===== src/rtl/arith_accum_if.sv =====
// Handshake bundle between the arithmetic_op result bus, arith_accum and its batch consumer.
// master drives operands and out_ready; slave (the accumulator) returns readiness and the batch total.
interface arith_accum_if #(
  parameter int ACC_W = 12
);
  logic                    in_valid;
  logic                    in_ready;
  logic [1:0]              op;
  logic [4:0]              sum;
  logic [4:0]              diff;
  logic [7:0]              prod;
  logic [3:0]              quot;
  logic                    out_valid;
  logic                    out_ready;
  logic signed [ACC_W-1:0] out_acc;
  logic                    out_sat;

  modport master (
    output in_valid, op, sum, diff, prod, quot, out_ready,
    input  in_ready, out_valid, out_acc, out_sat
  );

  modport slave (
    input  in_valid, op, sum, diff, prod, quot, out_ready,
    output in_ready, out_valid, out_acc, out_sat
  );
endinterface


===== src/rtl/arith_accum.sv =====
// Saturating accumulator over COUNT selected arithmetic_op results; out_valid rises on the edge taking the last one.
// Holds the total (in_ready low) until out_ready; clr discards the batch and wins over any handshake.
module arith_accum #(
  parameter int COUNT = 4,
  parameter int ACC_W = 12
) (
  input  logic        clk,
  input  logic        rst_n,
  input  logic        clr,
  arith_accum_if.slave io
);

  typedef enum logic {ACCUM, OUT} state_t;

  localparam logic [7:0]              LAST = 8'(COUNT - 1);
  localparam logic signed [ACC_W-1:0] MAXV = {1'b0, {(ACC_W-1){1'b1}}};
  localparam logic signed [ACC_W-1:0] MINV = {1'b1, {(ACC_W-1){1'b0}}};

  state_t                  state;
  logic [7:0]              cnt;
  logic signed [ACC_W-1:0] acc;
  logic                    sat;

  logic signed [ACC_W-1:0] opnd;
  logic signed [ACC_W:0]   sum_w;
  logic                    ovf_pos;
  logic                    ovf_neg;
  logic signed [ACC_W-1:0] acc_nxt;

  // Only diff is signed; the other results are unsigned magnitudes.
  always_comb begin
    opnd = '0;
    case (io.op)
      2'd0: opnd = {{(ACC_W-5){1'b0}}, io.sum};
      2'd1: opnd = {{(ACC_W-5){io.diff[4]}}, io.diff};
      2'd2: opnd = {{(ACC_W-8){1'b0}}, io.prod};
      default: opnd = {{(ACC_W-4){1'b0}}, io.quot};
    endcase
  end

  // One guard bit: overflow shows as the top two bits of sum_w disagreeing.
  always_comb begin
    sum_w   = {acc[ACC_W-1], acc} + {opnd[ACC_W-1], opnd};
    ovf_pos = ~sum_w[ACC_W] & sum_w[ACC_W-1];
    ovf_neg = sum_w[ACC_W] & ~sum_w[ACC_W-1];
    acc_nxt = ovf_pos ? MAXV : (ovf_neg ? MINV : sum_w[ACC_W-1:0]);
  end

  always_ff @(posedge clk or negedge rst_n) begin
    if (!rst_n) begin
      state <= ACCUM;
      cnt   <= '0;
      acc   <= '0;
      sat   <= 1'b0;
    end else if (clr) begin
      state <= ACCUM;
      cnt   <= '0;
      acc   <= '0;
      sat   <= 1'b0;
    end else begin
      case (state)
        ACCUM: begin
          if (io.in_valid) begin
            acc <= acc_nxt;
            sat <= sat | ovf_pos | ovf_neg;
            cnt <= cnt + 8'd1;
            if (cnt == LAST) state <= OUT;
          end
        end
        default: begin
          if (io.out_ready) begin
            state <= ACCUM;
            cnt   <= '0;
            acc   <= '0;
            sat   <= 1'b0;
          end
        end
      endcase
    end
  end

  assign io.in_ready  = (state == ACCUM);
  assign io.out_valid = (state == OUT);
  assign io.out_acc   = acc;
  assign io.out_sat   = sat;

endmodule


===== src/flat_wrapper.sv =====
// flat-port wrapper written by rule: the top's interface ports become plain ports
module arith_accum_flat 
#(
  parameter int COUNT = 4,
  parameter int ACC_W = 12
)
  (clk, rst_n, clr, io_in_valid, io_op, io_sum, io_diff, io_prod, io_quot, io_out_ready, io_in_ready, io_out_valid, io_out_acc, io_out_sat);
  arith_accum_if #(.ACC_W(ACC_W)) io_i ();
  input  logic clk;
  input  logic rst_n;
  input  logic clr;
  input wire logic [$bits(io_i.in_valid)-1:0] io_in_valid;
  input wire logic [$bits(io_i.op)-1:0] io_op;
  input wire logic [$bits(io_i.sum)-1:0] io_sum;
  input wire logic [$bits(io_i.diff)-1:0] io_diff;
  input wire logic [$bits(io_i.prod)-1:0] io_prod;
  input wire logic [$bits(io_i.quot)-1:0] io_quot;
  input wire logic [$bits(io_i.out_ready)-1:0] io_out_ready;
  output wire logic [$bits(io_i.in_ready)-1:0] io_in_ready;
  output wire logic [$bits(io_i.out_valid)-1:0] io_out_valid;
  output wire logic [$bits(io_i.out_acc)-1:0] io_out_acc;
  output wire logic [$bits(io_i.out_sat)-1:0] io_out_sat;
  assign io_i.in_valid = io_in_valid;
  assign io_i.op = io_op;
  assign io_i.sum = io_sum;
  assign io_i.diff = io_diff;
  assign io_i.prod = io_prod;
  assign io_i.quot = io_quot;
  assign io_i.out_ready = io_out_ready;
  assign io_in_ready = io_i.in_ready;
  assign io_out_valid = io_i.out_valid;
  assign io_out_acc = io_i.out_acc;
  assign io_out_sat = io_i.out_sat;
  arith_accum #(.COUNT(COUNT), .ACC_W(ACC_W)) u_core (.clk(clk), .rst_n(rst_n), .clr(clr), .io(io_i));
endmodule

===== config.mk =====
export PLATFORM = sky130hd
export DESIGN_NAME = arith_accum_flat
export DESIGN_NICKNAME = d
export VERILOG_FILES = /design/src/rtl/arith_accum_if.sv /design/src/rtl/arith_accum.sv /design/src/flat_wrapper.sv
export SDC_FILE = /design/constraint.sdc
export NUM_CORES = 1
export LEC_CHECK = 0
export BUFFER_PORTS_ARGS = -buffer_cell sky130_fd_sc_hd__buf_2
export CORE_MARGIN = 4
export CORE_UTILIZATION = 58
export CTS_CLUSTER_SIZE = 16
export DETAILED_ROUTE_END_ITERATION = 6
export PLACE_DENSITY = 0.85
export SYNTH_ARGS = -nofsm -noshare
export SYNTH_HDL_FRONTEND = slang
export SYNTH_SLANG_ARGS = --single-unit

===== constraint.sdc =====
create_clock -name clk -period 4.3 [get_ports clk]
set_clock_uncertainty 0.15 [all_clocks]
set_input_delay 1.075 -clock clk [delete_from_list [all_inputs] [get_ports clk]]
set_output_delay 1.075 -clock clk [all_outputs]
set_load 0.1 [all_outputs]

==> results.tsv <==
stage	metric	value	unit
global_routing	initial antenna violation count	0	
power_and_ir_drop	Worst IR Drop VDD	300	uV
clocking	CTS H-tree lvls	1	
routing	Routed Antenna Nets	0	
finish	Area Overhead vs Synth	14.7	%
clocking	CTS tree	done	
routing	WL met2	1930	um
run_status	status	complete, no violations	
sta	setup_tns	0	ns
worst_setup_path	Critical Path RT	4.35	ns
clocking	Max Root-Sink Buffers	2	
global_routing	first-pass GRT wire length	7510	um
finish	footprint of the multi-input gates	1240	um2
routing	Starting DRT DRC Count	79	
logic_synthesis	flops & latches, synth	22	
finish	register area	551	um2
routing	Total Wirelength	4310	um
sta	# setup viols final	0	
placement	dpl hpwl	3440	um
finish	Layout Cells excl Fill	283	
placement	IO Port Bufs	43	
worst_setup_path	critical path class	primary input to register	
routing	wl on met1	2090	um
sta	RSZ-0062 raised after global routing	no	
power_and_ir_drop	power per cell area	469	nW/um2
routing	drt drc	0	
logic_synthesis	Yosys Warn Count	0	
logic_synthesis	sequential share of the synthesized area	29.2	%
logic_synthesis	Post-synth top flop	dfrtp_1	
global_routing	GRT Residual Overflow	0	
sta	max_slew headroom	24.4	%
logic_synthesis	Post-Syn Instances	197	
power_and_ir_drop	Leakage Power	1.05	nW
logic_synthesis	syn_nets	240	
global_routing	largest net degree at the start of global routing	23	
worst_setup_path	CP endpoint kind	register	
global_routing	gr usage total	22.5	%
clocking	hold-fix buffers at CTS	0	
routing	via-per-instance ratio	6.03	
floorplan	die height	65	um
logic_synthesis	Cell variety after synth	51	
sta	Slew @ Worst Pin	1.13	ns
sta	period utilisation layout	88.0	%
clocking	postcts setup bufs	0	
worst_setup_path	Worst Path Arrival	3.83	ns
job	maxcap violations	0	
floorplan	Die X	65	um
finish	n_diodes	0	
worst_setup_path	Worst setup SP type	primary input	
clocking	CTS sink cnt	22	
sta	achievable clock frequency	264	MHz
finish	share of cells above drive strength 1	33.1	%
clocking	CTS Root Cell	clkbuf_4	
floorplan	core area	3080	um2
floorplan	Ports	44	
floorplan	Starting Density	61.2	%
finish	Layout Nets	283	
routing	met3 WL	231	um
floorplan	Row Count	20	
routing	wire length per cell	15.2	um
logic_synthesis	Post-synth EDFFs	0	
finish	Fillers	251	
logic_synthesis	syn avg cell area	9.57	um2
clocking	CTS Buf Count	3	
routing	top layer used by detailed routing	met4	
placement	GPL Wtd Cong	0.862	
clocking	clk_lat worst skew	0.31	ns
clocking	post_cts resized	0	
sta	Hold Fails Final Rpt	0	
logic_synthesis	Cell Area, Synth	1880	um2
placement	cell count after placement	279	
hold_path	hold crit path type	register to register	
floorplan	Die Footprint	4230	um2
worst_setup_path	CP max FO	14	
clocking	Clk pin slew, worst setup/hold paths	0.13	ns
routing	DRT Pass-1 Iters	5	
logic_synthesis	asr flop ratio synth	100	%
sta	fin. max-slew vios	0	
global_routing	vias in the first global route	1660	
sta	final worst path period need	3.78	ns
routing	vias	1707	
## Yosys cell counts, types with 3 or more instances
| cell type | count | share of area [%] |
|---|---|---|
| dfrtp_1 | 22 | 29 |
| nand3_1 | 15 | 4.0 |
| nand2_1 | 14 | 2.8 |
| ha_1 | 13 | 8.6 |
| o21ai_0 | 13 | 3.5 |
| a21oi_1 | 12 | 3.2 |
| nor2_1 | 10 | 2.0 |
| o211ai_2 | 6 | 4.0 |
| a21o_1 | 5 | 2.0 |
| a32oi_1 | 5 | 2.3 |
| xnor2_1 | 5 | 2.3 |
| buf_6 | 4 | 2.4 |
| inv_1 | 4 | 0.80 |
| mux4_2 | 4 | 4.8 |
| nor3_1 | 4 | 1.1 |
| o211ai_1 | 4 | 1.6 |
| and2b_2 | 3 | 1.4 |
| and3_1 | 3 | 1.0 |
| nand3_2 | 3 | 1.6 |
| nand3b_1 | 3 | 1.2 |
| nand4_1 | 3 | 1.0 |
| o21a_1 | 3 | 1.2 |
| or3_1 | 3 | 1.0 |
## cells by family (layout without fill, tap and decap cells)
kind of cell	count (synthesis)	in the layout	share of synthesized area [%]
AOI/OAI and AO/OA	66	66	26.8
DFF	22	22	29.2
buffers and inverters	13	55	4.85
xor gates and xnor gates	7	7	3.25
and+or+nand+nor	69	69	20.3
adders and majority gates	14	14	9.69
muxes	6	6	5.84
## cells in the final DEF (no fill, tap or decap), types with 5 or more instances in the layout
master,count
buf_2,43
dfrtp_1,22
nand3_1,15
nand2_1,14
o21ai_0,13
ha_1,13
a21oi_1,12
nor2_1,10
o211ai_2,6
a21o_1,5
a32oi_1,5
xnor2_1,5
## path summary, 6_finish.rpt
check	from	to	slack, ns	depth (start not counted)
worst max-delay path	io_op[0]	u_core.io.out_sat	0.52	10
min in group asynchronous	rst_n	u_core.io.out_acc[11]	0.55	1
worst min register to register	u_core.cnt[7]	u_core.cnt[7]	0.36	1
worst min-delay path	u_core.cnt[7]	u_core.cnt[7]	0.36	1
worst max register to register	u_core.io.out_acc[0]	u_core.io.out_sat	1.58	8
max in group asynchronous	rst_n	u_core.cnt[3]	3.11	1
## worst max-delay path, cell delays in order
cell and delay [ns]:
buf_2 0.19, mux4_2 0.53, ha_1 0.25, fa_1 0.46
a211oi_2 0.30, o21ai_0 0.21, a22oi_2 0.24, a22oi_4 0.17
nand3_2 0.28, o211ai_2 0.12
## stage by stage
| stage | worst slack (ns) | power [mW] | instance area, um2 | utilization [%] | hold WS [ns] |
|---|---|---|---|---|---|
| finish | 0.516 | 1.01 | 2160 | 70.2 | 0.357 |
| global route | 0.235 | 1.07 | 2160 | 70.2 | 0.398 |
| CTS | 0.501 | 1.02 | 2160 | 70.2 | 0.358 |
| detailed placement | 0.164 | 0.857 | 2110 | 68.5 | 0.337 |
| global placement | 0.289 | 0.848 | 2110 | 68.5 | 0.329 |
| floorplan | 0.287 | 0.748 | 1880 | - | 0.302 |
## flip-flops by register name, summed over array words and instances, names as in the netlist
register	cells
u_core.cnt	8
u_core.io.out_acc	12
u_core.io.out_sat	1
u_core.io.out_valid	1
## final cells by class
type,instances,area share [%]
sequential,22,25.5
multi-input combinational,162,57.5
timing repair buffer,47,11.3
tap,44,2.55
clock buffer,3,1.04
clock inverter,1,1.39
inverter,4,0.695
## report_power, final
group          switching [mW]  internal (mW)  total [mW]
clock                  0.0646         0.0942       0.159
combinational           0.418          0.167       0.585
sequential             0.0330          0.237       0.270
## per-layer routing
layer  vias to the layer above  track usage [%]
met5                         -                0
met4                         0             5.28
met3                         6             3.81
met2                        56             35.1
met1                       801             32.4
li1                        844                -
(Power assumes the default switching activity.)
